### src/rtl/mem_arbiter_pkg.sv
// mem_arbiter_pkg: shared constants and helpers for the memory-port arbiter.
//   - FSM state encodings (IDLE, BUSY_IF, BUSY_LS, DONE)
//   - grant identifiers (GNT_IF, GNT_LS)
//   - rr_pick(): round-robin choice between the fetch and load/store requesters
package mem_arbiter_pkg;

    localparam logic [1:0] IDLE    = 2'b00;
    localparam logic [1:0] BUSY_IF = 2'b01;
    localparam logic [1:0] BUSY_LS = 2'b10;
    localparam logic [1:0] DONE    = 2'b11;

    localparam logic GNT_IF = 1'b0;
    localparam logic GNT_LS = 1'b1;

    // A tie goes to the port that was not granted last; a lone requester always wins.
    function automatic logic rr_pick(input logic if_v, input logic ls_v, input logic last);
        logic gnt;
        if (if_v && ls_v) begin
            gnt = (last == GNT_LS) ? GNT_IF : GNT_LS;
        end else if (if_v) begin
            gnt = GNT_IF;
        end else begin
            gnt = GNT_LS;
        end
        return gnt;
    endfunction

endpackage

### src/rtl/mem_arbiter.sv
// mem_arbiter: shares one memory port between instruction fetch (read-only) and the
// load/store unit (read/write). Round-robin, one transaction at a time.
// Ports:
//   clk, rst            clock, asynchronous active-low reset
//   if_*                fetch request (valid/addr) and response (done pulse, held rdata)
//   ls_*                load/store request (valid/we/addr/wdata/wstrb) and response
//   err                 pulse alongside a done that was caused by a memory timeout
//   mem_*               registered memory request; mem_ready/mem_rdata from memory
module mem_arbiter
    import mem_arbiter_pkg::*;
#(
    parameter int ADDR_WIDTH = 32,
    parameter int DATA_WIDTH = 32,
    parameter int TIMEOUT    = 64
) (
    input  logic                    clk,
    input  logic                    rst,
    input  logic                    if_valid,
    input  logic [ADDR_WIDTH-1:0]   if_addr,
    output logic                    if_done,
    output logic [DATA_WIDTH-1:0]   if_rdata,
    input  logic                    ls_valid,
    input  logic                    ls_we,
    input  logic [ADDR_WIDTH-1:0]   ls_addr,
    input  logic [DATA_WIDTH-1:0]   ls_wdata,
    input  logic [DATA_WIDTH/8-1:0] ls_wstrb,
    output logic                    ls_done,
    output logic [DATA_WIDTH-1:0]   ls_rdata,
    output logic                    err,
    output logic                    mem_req,
    output logic                    mem_we,
    output logic [ADDR_WIDTH-1:0]   mem_addr,
    output logic [DATA_WIDTH-1:0]   mem_wdata,
    output logic [DATA_WIDTH/8-1:0] mem_wstrb,
    input  logic                    mem_ready,
    input  logic [DATA_WIDTH-1:0]   mem_rdata
);

    localparam int               CNT_W   = $clog2(TIMEOUT);
    localparam logic [CNT_W-1:0] CNT_MAX = CNT_W'(TIMEOUT - 1);

    logic [1:0]              r_state;
    logic                    r_last;
    logic [CNT_W-1:0]        r_cnt;
    logic                    r_mem_req;
    logic                    r_mem_we;
    logic [ADDR_WIDTH-1:0]   r_mem_addr;
    logic [DATA_WIDTH-1:0]   r_mem_wdata;
    logic [DATA_WIDTH/8-1:0] r_mem_wstrb;
    logic                    r_if_done;
    logic                    r_ls_done;
    logic                    r_err;
    logic [DATA_WIDTH-1:0]   r_if_rdata;
    logic [DATA_WIDTH-1:0]   r_ls_rdata;

    logic w_gnt;

    always_comb begin
        w_gnt = rr_pick(if_valid, ls_valid, r_last);
    end

    always_ff @(posedge clk or negedge rst) begin
        if (!rst) begin
            r_state     <= IDLE;
            r_last      <= GNT_LS;
            r_cnt       <= '0;
            r_mem_req   <= 1'b0;
            r_mem_we    <= 1'b0;
            r_mem_addr  <= '0;
            r_mem_wdata <= '0;
            r_mem_wstrb <= '0;
            r_if_done   <= 1'b0;
            r_ls_done   <= 1'b0;
            r_err       <= 1'b0;
            r_if_rdata  <= '0;
            r_ls_rdata  <= '0;
        end else begin
            // Done/err are single-cycle pulses; they are only set on the completing edge.
            r_if_done <= 1'b0;
            r_ls_done <= 1'b0;
            r_err     <= 1'b0;
            case (r_state)
                IDLE: begin
                    if (if_valid || ls_valid) begin
                        r_last    <= w_gnt;
                        r_cnt     <= '0;
                        r_mem_req <= 1'b1;
                        if (w_gnt == GNT_IF) begin
                            r_mem_addr  <= if_addr;
                            r_mem_we    <= 1'b0;
                            r_mem_wdata <= '0;
                            r_mem_wstrb <= '0;
                            r_state     <= BUSY_IF;
                        end else begin
                            r_mem_addr  <= ls_addr;
                            r_mem_we    <= ls_we;
                            r_mem_wdata <= ls_wdata;
                            r_mem_wstrb <= ls_we ? ls_wstrb : '0;
                            r_state     <= BUSY_LS;
                        end
                    end
                end
                BUSY_IF, BUSY_LS: begin
                    if (mem_ready) begin
                        // A ready on the timeout cycle still counts as a normal completion.
                        r_mem_req <= 1'b0;
                        r_state   <= DONE;
                        if (r_state == BUSY_IF) begin
                            r_if_done  <= 1'b1;
                            r_if_rdata <= mem_rdata;
                        end else begin
                            r_ls_done <= 1'b1;
                            if (!r_mem_we) begin
                                r_ls_rdata <= mem_rdata;
                            end
                        end
                    end else if (r_cnt == CNT_MAX) begin
                        r_mem_req <= 1'b0;
                        r_err     <= 1'b1;
                        r_state   <= DONE;
                        if (r_state == BUSY_IF) begin
                            r_if_done <= 1'b1;
                        end else begin
                            r_ls_done <= 1'b1;
                        end
                    end else begin
                        r_cnt <= r_cnt + 1'b1;
                    end
                end
                // No grant from DONE: gives the requester a cycle to drop valid.
                DONE:    r_state <= IDLE;
                default: r_state <= IDLE;
            endcase
        end
    end

    assign if_done   = r_if_done;
    assign if_rdata  = r_if_rdata;
    assign ls_done   = r_ls_done;
    assign ls_rdata  = r_ls_rdata;
    assign err       = r_err;
    assign mem_req   = r_mem_req;
    assign mem_we    = r_mem_we;
    assign mem_addr  = r_mem_addr;
    assign mem_wdata = r_mem_wdata;
    assign mem_wstrb = r_mem_wstrb;

endmodule
### config.mk
export PLATFORM = sky130hd
export DESIGN_NAME = mem_arbiter
export DESIGN_NICKNAME = d
export VERILOG_FILES = /design/src/rtl/mem_arbiter_pkg.sv /design/src/rtl/mem_arbiter.sv
export SDC_FILE = /design/constraint.sdc
export NUM_CORES = 1
export LEC_CHECK = 0
export BUFFER_PORTS_ARGS = -buffer_cell sky130_fd_sc_hd__buf_2
export CAP_MARGIN = 20
export CORE_MARGIN = 8
export CORE_UTILIZATION = 35
export CTS_CLUSTER_DIAMETER = 120
export DETAILED_ROUTE_END_ITERATION = 12
export PLACE_DENSITY = 0.7
export SLEW_MARGIN = 20
export SYNTH_ARGS = -nofsm -noshare
export SYNTH_HDL_FRONTEND = slang
export SYNTH_SLANG_ARGS = --single-unit
### constraint.sdc
create_clock -name clk -period 4.95 [get_ports clk]
set_clock_uncertainty 0.15 [all_clocks]
set_input_delay 0.99 -clock clk [delete_from_list [all_inputs] [get_ports clk]]
set_output_delay 0.99 -clock clk [all_outputs]
set_load 0.02 [all_outputs]
==> reports/summary.txt <==
Reg area: 3650 µm²
Setup WS post-layout: 2.28 ns
Fraction of final layout cells with drive strength greater than 1: 53.2%
CTS resizes: 0
Violation count after the first detailed-route iteration: 133
Buffers on Ports: 274
Portion of synthesized cell area occupied by the leading cell type: 62.2%
Aggregate negative setup slack: 0 ns
Worst ir drop on vdd: 0.326 mV
Synth warnings: 0
Synthesized area: 5830 µm²
Largest net degree at the start of global routing: 84
Wire length of the first global-routing pass: 25800 µm
Critical Setup Path Class: flop to flop
DRT antenna net count: 0
GR Util All Layers: 15.2%
Worst r2r path cells: 4
Source-to-sink clock delay at the later pin of the worst-skew pair: 0.42 ns
Clock tree from TritonCTS: built
Via Count: 4441
Number of enable-type register cells in the synthesized netlist: 0
Slowest-stage cell, CP: sky130_fd_sc_hd__and4bb_2
Vertical die dimension: 145 µm
Static leakage power: 0.00415 µW
Area of the die: 21100 µm²
Post-CTS clock slew at the launch and capture registers of the worst setup and hold paths: 0.06 ns
Routed wire length: 16100 µm
Clock Root Buffer: sky130_fd_sc_hd__clkbuf_16
Type of origin of the critical path: flop
Cell Pwr Density: 731 nW/µm²
Cell row count: 47
Antenna diode count: 0
Unrepaired setup endpoints after global routing: false
DRC violations left: 0
Number of distinct library cell variants in the gate-level netlist after synthesis: 39
Nets: 844
Congestion Overflow GR: 0
Longest individual stage delay on the worst path: 0.93 ns
Number of iterations in the first detailed-routing pass: 4
Io pins: 275
Maxcap violations: 0
Highest attainable clock frequency: 375 MHz
Final weighted congestion of routability-driven global placement: 0.790
Deepest clock path buffer count: 2
Worst Tran Pin Value: 0.939 ns
Worst rel slew slack: 37.4%
Crit path arrival time: 2.81 ns
Layout Utilization: 48.7%
H-tree level count: 4
Post-route fraction of the period consumed by the critical path: 53.9%
Total setup violations reported at the end of the flow: 0
Data required time of the critical path: 5.09 ns
Horizontal die dimension: 145 µm
Post-placement worst setup slack: 2.19 ns
Worst hold path stage count: 2
Number of setup buffers added after CTS: 0
Min-delay worst type: flop to flop
Type of element capturing the critical path: flop
Async set-or-reset flop fraction in the synthesized netlist: 100%
Synth area leaders: sky130_fd_sc_hd__dfrtp_1 62%, sky130_fd_sc_hd__mux2_2 12%, sky130_fd_sc_hd__mux2i_1 5.5%
Multi-input combinational cell area: 2050 µm²
P&R area growth vs syn: 37.3%
Estimated wirelength of the detail-placed design: 11900 µm
Core region area: 16500 µm²
Tot Pwr: 5860 µW
Critical Path, Cell by Cell: inv_1, ha_1, and4bb_2, mux2_2
Number of instances in the synthesized netlist: 431
Total number of clock tree sinks: 146
Total of flip-flops plus latches after synthesis: 146
Leading register cell type out of synthesis: sky130_fd_sc_hd__dfrtp_1
Cell taking the most area after synthesis: sky130_fd_sc_hd__dfrtp_1
Part of the Yosys area used for sequential elements: 62.7%
Via density per instance: 4.74
Crit Path Max Fanout: 32
Cts bufs inserted: 17
Total count of max-transition violations in the final report: 0
Synthesized area per cell: 13.5 µm²
Via count of the first global-routing pass: 4922
Average routed wire per standard cell: 17.2 µm
Number of buffers inserted by hold repair at cts: 0
Count of fill cells added during filler insertion: 1528
Minimum clock period: 2.67 ns
Number of antenna violations at the first check in global routing: 1
Result of the run: complete, no violations
Endpoints failing hold: 0
Effective utilization at floorplan: 35.4%
Synthesized netlist net count: 572
==> final cells by class <==
class,instances,share of cell area [%]
sequential,146,45.6
multi-input combinational,254,25.6
timing repair buffer,280,17.9
clock buffer,20,5.58
tap,220,3.44
clock inverter,12,1.64
inverter,4,0.187
==> logic make-up after synthesis <==
| family | synth area share, % |
|---|---|
| DFF | 62.7 |
| muxes | 17.8 |
| AOI/OAI and AO/OA | 11.5 |
| and+or+nand+nor | 4.68 |
| buffers and inverters | 2.68 |
| adders and majority gates | 0.644 |
==> layer usage <==
layer,vias to the layer above,share of wire (%),GRT usage [%]
li1,2115,-,-
met1,2127,40,16.6
met5,-,0.075,0
met3,30,6.6,5.53
met4,2,2.0,6.04
met2,167,51,26.6
==> Yosys cell counts (3+ instances only) <==
cell,count
sky130_fd_sc_hd__a32o_1,4
sky130_fd_sc_hd__a21oi_1,5
sky130_fd_sc_hd__ha_1,3
sky130_fd_sc_hd__mux2_2,63
sky130_fd_sc_hd__mux2i_1,32
sky130_fd_sc_hd__clkbuf_1,7
sky130_fd_sc_hd__a22o_1,34
sky130_fd_sc_hd__nand2_1,40
sky130_fd_sc_hd__inv_1,4
sky130_fd_sc_hd__o21ai_0,36
sky130_fd_sc_hd__nor2_1,8
sky130_fd_sc_hd__buf_4,6
sky130_fd_sc_hd__dfrtp_1,145
sky130_fd_sc_hd__buf_2,12
==> path summary, 6_finish.rpt <==
path / start / to / slack (ns)
min in group asynchronous: rst / mem_wstrb[3] / 0.39
max in group asynchronous: rst / ls_rdata[10] / 3.40
hold reg to reg: mem_addr[1] / mem_addr[1] / 0.32
setup / recovery: r_state[0] / ls_rdata[3] / 2.28
setup reg to reg: r_state[0] / ls_rdata[3] / 2.28
hold / removal: mem_addr[1] / mem_addr[1] / 0.32
==> layout by cell type, fill, tap and decap left out, types with 5 or more instances in the layout <==
cell type,instances
sky130_fd_sc_hd__a21oi_1,5
sky130_fd_sc_hd__a22o_1,34
sky130_fd_sc_hd__buf_2,273
sky130_fd_sc_hd__buf_4,5
sky130_fd_sc_hd__clkbuf_16,17
sky130_fd_sc_hd__dfrtp_1,145
sky130_fd_sc_hd__mux2_2,63
sky130_fd_sc_hd__mux2i_1,32
sky130_fd_sc_hd__nand2_1,40
sky130_fd_sc_hd__nor2_1,8
sky130_fd_sc_hd__o21ai_0,35
==> state kept, by name (all words and copies together) (netlist names) <==
signal	flops
r_last	1
ls_done	1
mem_we	1
r_state	2
mem_req	1
if_done	1
mem_wdata	32
err	1
mem_wstrb	4
r_cnt	6
ls_rdata	32
mem_addr	32
if_rdata	32
==> power by group <==
part / switching (µW) / internal [µW] / total (µW)
Combinational: 1540 / 1010 / 2540
Clock: 494 / 757 / 1250
Sequential: 291 / 1770 / 2060
Total: 2320 / 3540 / 5860
==> stage by stage <==
step           cell area [µm²]  hold slack [ns]  std cells
2_1_floorplan             5830            0.359        431
3_3_place_gp              7430            0.307        904
3_5_place_dp              7430            0.315        904
4_1_cts                   8010            0.328        936
5_1_grt                   8010            0.345        936
6_report                  8010            0.322        936
==> critical path: cells and delay by family (launching register included) <==
kind                     cells  cell delay, ns
adder cells (fa/ha/maj)      1            0.59
buffers and inverters        1            0.05
flip-flops                   1            0.37
multiplexers                 1            0.41
AND/OR/NAND/NOR              1            0.93
Power figures use the tool's default switching activity.
